File: src/rtl/pc_sequencer_pkg.sv
// pc_seq_pkg: flow opcode and fault-code encodings plus the RUN/FAULT state type
package pc_seq_pkg;
  localparam logic [2:0] OP_NEXT = 3'd0;
  localparam logic [2:0] OP_JMP  = 3'd1;
  localparam logic [2:0] OP_CALL = 3'd2;
  localparam logic [2:0] OP_RET  = 3'd3;
  localparam logic [2:0] OP_JZ   = 3'd4;
  localparam logic [2:0] OP_JNZ  = 3'd5;
  localparam logic [1:0] FC_NONE = 2'd0;
  localparam logic [1:0] FC_OVF  = 2'd1;
  localparam logic [1:0] FC_UDF  = 2'd2;
  localparam logic [1:0] FC_ILL  = 2'd3;
  typedef enum logic {ST_RUN, ST_FAULT} state_t;
endpackage

File: src/rtl/pc_sequencer_if.sv
// pc_sequencer_if: control-unit <-> sequencer bus (clear, step handshake, op/target/zero_flag in; pc/taken/depth/fault out)
interface pc_sequencer_if #(
  parameter int ADDR_W      = 8,
  parameter int STACK_DEPTH = 4
);
  localparam int DW = $clog2(STACK_DEPTH + 1);
  logic              clear;
  logic              step_valid;
  logic              step_ready;
  logic [2:0]        op;
  logic [ADDR_W-1:0] target;
  logic              zero_flag;
  logic [ADDR_W-1:0] pc;
  logic              taken;
  logic [DW-1:0]     depth;
  logic              fault;
  logic [1:0]        fault_code;
  modport master (
    output clear, step_valid, op, target, zero_flag,
    input  step_ready, pc, taken, depth, fault, fault_code
  );
  modport slave (
    input  clear, step_valid, op, target, zero_flag,
    output step_ready, pc, taken, depth, fault, fault_code
  );
endinterface

File: src/rtl/pc_sequencer_return_stack.sv
// return_stack: unguarded LIFO of return addresses (clock, reset, clr, push, pop, wdata -> rdata, depth, full, empty)
module return_stack #(
  parameter int ADDR_W      = 8,
  parameter int STACK_DEPTH = 4,
  localparam int DW         = $clog2(STACK_DEPTH + 1)
) (
  input  logic              clock,
  input  logic              reset,
  input  logic              clr,
  input  logic              push,
  input  logic              pop,
  input  logic [ADDR_W-1:0] wdata,
  output logic [ADDR_W-1:0] rdata,
  output logic [DW-1:0]     depth,
  output logic              full,
  output logic              empty
);
  localparam int AW = STACK_DEPTH > 1 ? $clog2(STACK_DEPTH) : 1;
  logic [ADDR_W-1:0] mem_q [STACK_DEPTH];
  logic [DW-1:0]     depth_q, depth_d, top;
  assign top     = depth_q - DW'(1);
  assign rdata   = mem_q[top[AW-1:0]];
  assign depth_d = clr ? '0 : push ? depth_q + DW'(1) : pop ? top : depth_q;
  assign depth   = depth_q;
  assign full    = depth_q == DW'(STACK_DEPTH);
  assign empty   = depth_q == '0;
  always_ff @(posedge clock or posedge reset)
    if (reset) depth_q <= '0;
    else depth_q <= depth_d;
  always_ff @(posedge clock)
    if (push && !clr) mem_q[depth_q[AW-1:0]] <= wdata;
endmodule

File: src/rtl/pc_sequencer.sv
// pc_sequencer: pc register, flow-op execution and sticky fault FSM (clock, reset, bus: pc_sequencer_if.slave)
module pc_sequencer
  import pc_seq_pkg::*;
#(
  parameter int ADDR_W      = 8,
  parameter int STACK_DEPTH = 4
) (
  input logic           clock,
  input logic           reset,
  pc_sequencer_if.slave bus
);
  localparam int DW = $clog2(STACK_DEPTH + 1);
  state_t            state_q, state_d;
  logic [ADDR_W-1:0] pc_q, pc_d, pc_inc, rdata;
  logic              taken_q, taken_d, push, pop, full, empty, acc, jump;
  logic [1:0]        fc_q, fc_d, fc_new;
  logic [DW-1:0]     depth;
  assign pc_inc = pc_q + ADDR_W'(1);
  assign acc    = bus.step_valid && state_q == ST_RUN;
  assign fc_new = bus.op == OP_CALL && full ? FC_OVF :
                  bus.op == OP_RET && empty ? FC_UDF :
                  bus.op > OP_JNZ ? FC_ILL : FC_NONE;
  assign jump   = bus.op == OP_JMP || bus.op == OP_CALL || bus.op == OP_RET ||
                  (bus.op == OP_JZ && bus.zero_flag) || (bus.op == OP_JNZ && !bus.zero_flag);
  always_comb begin
    state_d = state_q;
    pc_d    = pc_q;
    taken_d = 1'b0;
    fc_d    = fc_q;
    push    = 1'b0;
    pop     = 1'b0;
    if (bus.clear) begin
      state_d = ST_RUN;
      pc_d    = '0;
      fc_d    = FC_NONE;
    end else if (acc && fc_new != FC_NONE) begin
      state_d = ST_FAULT;
      fc_d    = fc_new;
    end else if (acc) begin
      pc_d    = bus.op == OP_RET ? rdata : jump ? bus.target : pc_inc;
      taken_d = jump;
      push    = bus.op == OP_CALL;
      pop     = bus.op == OP_RET;
    end
  end
  always_ff @(posedge clock or posedge reset)
    if (reset) begin
      state_q <= ST_RUN;
      pc_q    <= '0;
      taken_q <= 1'b0;
      fc_q    <= FC_NONE;
    end else begin
      state_q <= state_d;
      pc_q    <= pc_d;
      taken_q <= taken_d;
      fc_q    <= fc_d;
    end
  return_stack #(.ADDR_W(ADDR_W), .STACK_DEPTH(STACK_DEPTH)) u_stack (
    .clock (clock),
    .reset (reset),
    .clr   (bus.clear),
    .push  (push),
    .pop   (pop),
    .wdata (pc_inc),
    .rdata (rdata),
    .depth (depth),
    .full  (full),
    .empty (empty)
  );
  assign bus.step_ready = state_q == ST_RUN;
  assign bus.pc         = pc_q;
  assign bus.taken      = taken_q;
  assign bus.depth      = depth;
  assign bus.fault      = state_q == ST_FAULT;
  assign bus.fault_code = fc_q;
endmodule

File: src/flat_wrapper.sv
// flat-port wrapper written by rule: the top's interface ports become plain ports
module pc_sequencer_flat import pc_seq_pkg::*;
#(
  parameter int ADDR_W      = 8,
  parameter int STACK_DEPTH = 4
)
  (clock, reset, bus_clear, bus_step_valid, bus_op, bus_target, bus_zero_flag, bus_step_ready, bus_pc, bus_taken, bus_depth, bus_fault, bus_fault_code);
  pc_sequencer_if #(.ADDR_W(ADDR_W), .STACK_DEPTH(STACK_DEPTH)) bus_i ();
  input logic clock;
  input logic reset;
  input wire logic [$bits(bus_i.clear)-1:0] bus_clear;
  input wire logic [$bits(bus_i.step_valid)-1:0] bus_step_valid;
  input wire logic [$bits(bus_i.op)-1:0] bus_op;
  input wire logic [$bits(bus_i.target)-1:0] bus_target;
  input wire logic [$bits(bus_i.zero_flag)-1:0] bus_zero_flag;
  output wire logic [$bits(bus_i.step_ready)-1:0] bus_step_ready;
  output wire logic [$bits(bus_i.pc)-1:0] bus_pc;
  output wire logic [$bits(bus_i.taken)-1:0] bus_taken;
  output wire logic [$bits(bus_i.depth)-1:0] bus_depth;
  output wire logic [$bits(bus_i.fault)-1:0] bus_fault;
  output wire logic [$bits(bus_i.fault_code)-1:0] bus_fault_code;
  assign bus_i.clear = bus_clear;
  assign bus_i.step_valid = bus_step_valid;
  assign bus_i.op = bus_op;
  assign bus_i.target = bus_target;
  assign bus_i.zero_flag = bus_zero_flag;
  assign bus_step_ready = bus_i.step_ready;
  assign bus_pc = bus_i.pc;
  assign bus_taken = bus_i.taken;
  assign bus_depth = bus_i.depth;
  assign bus_fault = bus_i.fault;
  assign bus_fault_code = bus_i.fault_code;
  pc_sequencer #(.ADDR_W(ADDR_W), .STACK_DEPTH(STACK_DEPTH)) u_core (.clock(clock), .reset(reset), .bus(bus_i));
endmodule
File: config.mk
export PLATFORM = sky130hd
export DESIGN_NAME = pc_sequencer_flat
export DESIGN_NICKNAME = d
export VERILOG_FILES = /design/src/rtl/pc_sequencer_pkg.sv /design/src/rtl/pc_sequencer_if.sv /design/src/rtl/pc_sequencer_return_stack.sv /design/src/rtl/pc_sequencer.sv /design/src/flat_wrapper.sv
export SDC_FILE = /design/constraint.sdc
export NUM_CORES = 1
export LEC_CHECK = 0
export ABC_AREA = 1
export CAP_MARGIN = 20
export CORE_MARGIN = 2
export CORE_UTILIZATION = 50
export DETAILED_ROUTE_END_ITERATION = 10
export PLACE_DENSITY = 0.73
export SYNTH_ARGS = -nofsm -noshare
export SYNTH_HDL_FRONTEND = slang
export SYNTH_SLANG_ARGS = --single-unit
File: constraint.sdc
create_clock -name clock -period 5 [get_ports clock]
set_clock_uncertainty 0.2 [all_clocks]
set_input_delay 1 -clock clock [delete_from_list [all_inputs] [get_ports clock]]
set_output_delay 1 -clock clock [all_outputs]
set_load 0.01 [all_outputs]
==> results of run 1 <==
path summary, 6_finish.rpt:
check                                         start                          to  slack [ns]  cells past startpoint
max in group asynchronous                     reset            u_core.bus.pc[7]        3.29                      2
max                         u_core.u_stack.depth[0]  u_core.u_stack.mem_q[0][3]        1.41                      9
min                        u_core.bus.fault_code[0]    u_core.bus.fault_code[0]        0.30                      2
max reg2reg                 u_core.u_stack.depth[0]  u_core.u_stack.mem_q[0][3]        1.41                      9
min reg2reg                u_core.bus.fault_code[0]    u_core.bus.fault_code[0]        0.30                      2
min in group asynchronous                     reset            u_core.bus.pc[2]        0.89                      2
power groups by stage:
stage	registers (µW)	logic (µW)	clock network, µW
2_1_floorplan	446	67.8	0
3_3_place_gp	446	120	0
3_5_place_dp	446	121	0
4_1_cts	438	122	286
5_1_grt	439	134	300
6_report	438	122	281
final cells by class:
type | count | area [µm²]
Clock inverter | 3 | 46.29
Multi-Input combinational cell | 185 | 949.7
Fill cell | 395 | 1797
Timing Repair Buffer | 31 | 310.3
Sequential cell | 47 | 1336
Clock buffer | 5 | 68.82
Tap cell | 67 | 83.83
Inverter | 35 | 131.4
logic make-up after synthesis:
logic type               Yosys count  synth area share (%)
adder cells (fa/ha/maj)            6                 3.080
flip-flops                        47                 54.83
AND/OR/NAND/NOR                  146                 27.31
buffers and inverters             39                 6.211
AO/OA/AOI/OAI                     31                 7.854
XOR/XNOR                           2                0.7188
through the flow:
| stage | worst slack, ns | hold WS [ns] | utilization (%) |
|---|---|---|---|
| finish | 1.413 | 0.3020 | 61.96 |
| global route | 1.130 | 0.3391 | 61.96 |
| CTS | 1.499 | 0.3010 | 61.96 |
| detailed placement | 1.519 | 0.2782 | 59.52 |
| global placement | 1.616 | 0.2653 | 59.52 |
| floorplan | 2.357 | 0.3187 | - |
layout by cell type (no fill, tap or decap), types with 2 or more instances in the layout:
cell type / Yosys / layout
sky130_fd_sc_hd__a21oi_1: 5 / 5
sky130_fd_sc_hd__clkbuf_8: 0 / 5
sky130_fd_sc_hd__clkdlybuf4s50_1: 0 / 31
sky130_fd_sc_hd__dfrtp_1: 15 / 15
sky130_fd_sc_hd__edfxtp_1: 32 / 32
sky130_fd_sc_hd__ha_1: 6 / 6
sky130_fd_sc_hd__inv_1: 31 / 31
sky130_fd_sc_hd__inv_2: 3 / 3
sky130_fd_sc_hd__nand2_1: 71 / 71
sky130_fd_sc_hd__nand3_1: 32 / 32
sky130_fd_sc_hd__nand3_2: 2 / 2
sky130_fd_sc_hd__nand4_1: 4 / 4
sky130_fd_sc_hd__nor2_1: 29 / 29
sky130_fd_sc_hd__o211ai_1: 3 / 3
sky130_fd_sc_hd__o21ai_0: 16 / 16
sky130_fd_sc_hd__o221ai_1: 2 / 2
sky130_fd_sc_hd__xnor2_1: 2 / 2
registers in the layout, indices dropped and copies added (netlist names):
signal,flops
u_core.bus.fault,1
u_core.bus.fault_code,2
u_core.bus.pc,8
u_core.bus.taken,1
u_core.u_stack.depth,3
u_core.u_stack.mem_q,32
routing by layer:
layer,share of wire [%],global-route usage (%)
met1,45,30.26
met2,47,36.31
met3,5.7,3.841
met4,2.6,8.283
met5,0,0
worst register-to-register path: cells and delay by family (launching register included):
kind / cells / cell delay [ns]
AND/OR/NAND/NOR: 6 / 1.13
flip-flops: 1 / 0.76
buffers and inverters: 2 / 0.70
adder cells (fa/ha/maj): 1 / 0.42
==> results_dict.tcl, run 1 <==
set metrics [dict create \
    class_of_the_tightest_hold_or_removal_check "flop to flop" \
    finalNetCount 327 \
    slew-limit-headroom_pct 54.98 \
    die_area_um2 5449 \
    effective_utilization_at_floorplan_pct 51.60 \
    final_layout_size_suffix_gt1_share_pct 6.863 \
    critical_path.startpoint_type "flop" \
    placedInstanceArea_um2 2811 \
    cts_max_level 2 \
    layout.cells.non_filler 373 \
    cts_setup_buffers 0 \
    cts_root_buf "sky130_fd_sc_hd__clkbuf_8" \
    vias 2009 \
    rows 25 \
    crit_chain "clkinv_1 -> ha_1 -> inv_1 -> nor2_1 -> nand2_1 -> nand3_2 -> nand2_1 -> nand3_2 -> nor2_1" \
    place.gp.congestion 0.8620 \
    antenna_cells 0 \
    power-per-cell-area_nw_per_um2 287.2 \
    core_region_area_um2 4723 \
    first_global_vias 1820 \
    vdd_ir_drop_max_mv 0.1815 \
    grt.overflow.total 0 \
    yosysUniqueCellTypes 32 \
    pwr-share-seq_pct 52.1 \
    dp_hpwl_mm 4.230 \
    yosys_warnings 0 \
    internal_power_uw 626.2 \
    antenna_found_initial 0 \
    worst-slew-pin-transition_ns 0.6728 \
    ctsLongestPathBuffers 2 \
    p_sw_uw 214.4 \
    rsz0062_at_grt "false" \
    maximum_number_of_pins_on_one_net_before_global_route_repair 23 \
    routed_wire_length_per_instance_um 15.39 \
    flow.area_growth_from_synthesis_pct 20.07 \
    clkLatencyLatePin_ns 0.30 \
    synthFlopType "sky130_fd_sc_hd__edfxtp_1" \
    ys_top_cells_by_count "sky130_fd_sc_hd__nand2_1, sky130_fd_sc_hd__edfxtp_1, sky130_fd_sc_hd__nand3_1" \
    synth_seq_area_share_pct 54.83 \
    clock_tree_from_tritoncts "done" \
    async_reset_ff_share_pct 31.91 \
    first_iter_violations 112 \
    report.final.slew_viol_count 0 \
    netlist.top_cell.by_area "sky130_fd_sc_hd__edfxtp_1" \
    die_height_um 73.82 \
    cts-hold-fix-buffers 0 \
    synth_fp_nets 293 \
    critical_path.endpoint_type "flop" \
    post_synth.cell_area_avg_um2 8.994 \
    worst_ep_arrival_time_ns 3.32 \
    report.final.hold_viol_count 0 \
    io_buffer_count 31 \
    final_min_period_over_clock_period_pct 71.75 \
    dpl.cell_count 365 \
    power_leakage_uw 0.001267 \
    vias_per_cell 5.386 \
    post-synth-top-area-fraction_pct 39.43 \
    routed_wirelength_mm 5.739 \
    outcome "finished clean" \
    final_instance_area_um2 2927 \
    gr-usage-all-layers_pct 22.44 \
    setup_violations_final 0 \
    grt_pass1_wl_mm 8.990 \
    cts.reportedPaths.clkPinSlew_ns 0.10 \
    drv.max_cap_violation_count 0 \
    cp_data_required_time_ns 4.73 \
    die_w_um 73.82 \
    yosys_register_bits 47 \
    number_of_synthesized_flops_with_an_enable_pin 32 \
    cts_resized 0 \
    sw_frac_of_total_pct 25.50 \
    critPathKind "flop to flop" \
    num_clock_sinks 47 \
    mappedNetlistArea_um2 2437 \
    synth.most_common_cell "sky130_fd_sc_hd__nand2_1" \
    drc_errors 0 \
    cpMaxStageDelayCell "sky130_fd_sc_hd__dfrtp_1" \
    power.total_uw 840.6 \
    pin_count 32 \
    number_of_routed_nets_with_antenna_violations 0 \
    comb_power_share_pct 14.5 \
    post_synth_inst_count 271 \
    totalNegativeSetupSlack_ns 0 \
    share_clk_of_total_power_pct 33.4 \
    critPathMaxStageDelay_ns 0.76 \
    yosys-top-cells-area "sky130_fd_sc_hd__edfxtp_1, sky130_fd_sc_hd__dfrtp_1, sky130_fd_sc_hd__nand2_1" \
    crit_fanout 22 \
    achievable-frequency_ghz 0.2788 \
    cts_buffers 5 \
    dr.pass1.iters 4 \
    final_period_minus_worst_setup_slack_ns 3.587 \
    path_buf_inv 2 \
    cpLargestDelayFamily "simple AND/OR/NAND/NOR gates" \
]
Power figures use the tool's default switching activity.
==> inputs of run 2 (changes only) <==
--- a/config.mk
+++ b/config.mk
@@ -8,9 +8,9 @@
 export ABC_AREA = 1
 export CAP_MARGIN = 20
 export CORE_MARGIN = 2
-export CORE_UTILIZATION = 50
+export CORE_UTILIZATION = 49
 export DETAILED_ROUTE_END_ITERATION = 10
-export PLACE_DENSITY = 0.73
+export PLACE_DENSITY = 0.75
 export SYNTH_ARGS = -nofsm -noshare
 export SYNTH_HDL_FRONTEND = slang
 export SYNTH_SLANG_ARGS = --single-unit
==> constraint.sdc (replaced) <==
create_clock -name clock -period 3.19 [get_ports clock]
set_clock_uncertainty 0.2 [all_clocks]
set_input_delay 0.638 -clock clock [delete_from_list [all_inputs] [get_ports clock]]
set_output_delay 0.638 -clock clock [all_outputs]
set_load 0.01 [all_outputs]
==> run 2 against run 1 <==
Against the previous run: non-clock buffer count up 6; global-route usage down 1.9 points; combinational power up 59%; register-to-register slack worse by 0.50 ns; critical endpoint is now u_core.u_stack.mem_q[2][1].
==> results_dict.tcl, run 2 (synthesis results as in run 1) <==
set metrics [dict create \
    multi_input_area_um2 949.7 \
    critPathMaxStageDelay_ns 0.59 \
    largest_reg_flops 32 \
    number_of_routed_nets_with_antenna_violations 0 \
    layout.cells.most_common "sky130_fd_sc_hd__nand2_1" \
    rows 25 \
    crit_fanout 8 \
    maximum_number_of_pins_on_one_net_before_global_route_repair 22 \
    io_buffer_count 31 \
    cts_root_buf "sky130_fd_sc_hd__clkbuf_8" \
    crit_chain "clkdlybuf4s50_1 -> inv_1 -> nand2_1 -> nor2_2 -> nand2_4 -> nand3_2 -> nand2_1 -> nand3_2 -> nor2_1 -> buf_4" \
    power_leakage_uw 0.001286 \
    report.final.hold_viol_count 0 \
    antenna_cells 0 \
    dp_hpwl_mm 3.981 \
    vdd_ir_drop_max_mv 0.2355 \
    die_height_um 74.53 \
    path_buf_inv 3 \
    cts.reportedPaths.clkPinSlew_ns 0.08 \
    flow.area_growth_from_synthesis_pct 20.53 \
    achievable-frequency_ghz 0.4065 \
    vias_per_cell 5.179 \
    cts-hold-fix-buffers 0 \
    class_of_the_tightest_hold_or_removal_check "flop to flop" \
    r2r_end "u_core.bus.pc[6]" \
    worst-slew-pin-transition_ns 0.5986 \
    hp-start "u_core.bus.fault_code[0]" \
    antenna_found_initial 0 \
    cp_data_required_time_ns 2.99 \
    ctsLongestPathBuffers 2 \
    critical_path.endpoint_type "flop" \
    post-route-worst-setup-slack_ns 0.7302 \
    clkLatencyLatePin_ns 0.29 \
    critical_path.startpoint_type "input port" \
    cts_setup_buffers 0 \
    flip_flop_and_latch_area_um2 1336 \
    ff2ff_setup_slack_ns 0.91 \
    timing.critical_path.depth 10 \
    slew-limit-headroom_pct 60.05 \
    critPathKind "input port to flop" \
    setup_violations_final 0 \
    outcome "finished clean" \
    pin_count 32 \
    cpLargestDelayFamily "buffers and inverters" \
    commonest_non_fill_non_tap_cells_in_the_layout "sky130_fd_sc_hd__nand2_1, sky130_fd_sc_hd__nand3_1, sky130_fd_sc_hd__edfxtp_1" \
    rsz0062_at_grt "false" \
    grt.overflow.total 0 \
    power-per-cell-area_nw_per_um2 412.5 \
    fin_util_pct 61.79 \
    finalNetCount 333 \
    num_clock_sinks 47 \
    report.final.slew_viol_count 0 \
    power.total_uw 1212 \
    timing.hold.worst_path_depth 2 \
    cts_buffers 5 \
    drc_errors 0 \
    effective_utilization_at_floorplan_pct 51.26 \
    dr.pass1.iters 4 \
    die_w_um 74.53 \
    gr-usage-all-layers_pct 20.58 \
    num-fill-cells 429 \
    final_layout_size_suffix_gt1_share_pct 8.013 \
    cts_resized 0 \
    clock_tree_from_tritoncts "done" \
    die_area_um2 5554 \
    drv.max_cap_violation_count 0 \
    totalNegativeSetupSlack_ns 0 \
    cts_max_level 2 \
    worst_slack_placed_ns 0.4537 \
    worst_ep_arrival_time_ns 2.26 \
    final_period_minus_worst_setup_slack_ns 2.460 \
    cpMaxStageDelayCell "sky130_fd_sc_hd__clkdlybuf4s50_1" \
    first_iter_violations 105 \
    final_min_period_over_clock_period_pct 77.11 \
    vias 1963 \
    regToRegStartpoint "u_core.u_stack.depth[0]" \
    grt_pass1_wl_mm 8.383 \
    first_global_vias 1761 \
    core_region_area_um2 4755 \
    place.gp.congestion 0.9461 \
    routed_wirelength_mm 5.345 \
    worstHoldEndpoint "u_core.bus.fault_code[0]" \
    worst-r2r-cell-count 9 \
    routed_wire_length_per_instance_um 14.10 \
]
[run 2: changes by cell type in the layout (fill, tap and decap cells not counted)]
cell and change:
sky130_fd_sc_hd__buf_4 +6, sky130_fd_sc_hd__clkbuf_1 +2, sky130_fd_sc_hd__bufinv_16 -1, sky130_fd_sc_hd__clkinv_2 +1, sky130_fd_sc_hd__clkinvlp_4 -1, sky130_fd_sc_hd__inv_6 -1
[run 2: layout make-up]
| cell class | instances | share of cell area, % |
|---|---|---|
| clock inverter | 1 | 0.1704 |
| multi-input combinational | 185 | 32.33 |
| tap | 67 | 2.853 |
| inverter | 35 | 4.472 |
| clock buffer | 7 | 2.598 |
| timing repair buffer | 37 | 12.10 |
| sequential | 47 | 45.49 |
[run 2: metal layers]
| metal | vias to the layer above | part of all wire [%] | track usage (%) |
|---|---|---|---|
| met5 | - | 0 | 0 |
| met4 | 0 | 1.1 | 5.159 |
| met3 | 6 | 5.6 | 4.607 |
| met2 | 55 | 50 | 35.79 |
| met1 | 923 | 44 | 26.20 |
| li1 | 979 | - | - |
[run 2: per-stage QoR]
stage	cell area, µm²	hold WS [ns]	cells
floorplan	2437	0.3187	271
global placement	2856	0.2680	371
detailed placement	2856	0.2749	371
CTS	2938	0.2946	379
global route	2938	0.3348	379
finish	2938	0.2888	379
[run 2: worst max path at each step]
stage / from / end / slack, ns
after floorplan: u_core.u_stack.depth[0] / u_core.u_stack.mem_q[1][0] / 0.55
after global placement: bus_op[2] / u_core.u_stack.mem_q[3][1] / 0.49
after detailed placement: bus_op[2] / u_core.u_stack.mem_q[3][2] / 0.45
after CTS: bus_op[2] / u_core.u_stack.mem_q[3][2] / 0.76
after global routing: bus_op[2] / u_core.u_stack.mem_q[1][2] / 0.59
final: bus_op[2] / u_core.u_stack.mem_q[2][1] / 0.73
[run 2: report_power, final]
part / switching [µW] / total (µW) / internal (µW)
Sequential: 13.3 / 683 / 669
Clock: 181 / 335 / 154
Combinational: 116 / 194 / 77.9
Total: 311 / 1210 / 901
[run 2: tightest hold or removal path, stage by stage, from the launching register on]
cell and delay [ns]:
sky130_fd_sc_hd__dfrtp_1 0.35, sky130_fd_sc_hd__nand2_1 0.05, sky130_fd_sc_hd__o21ai_0 0.06
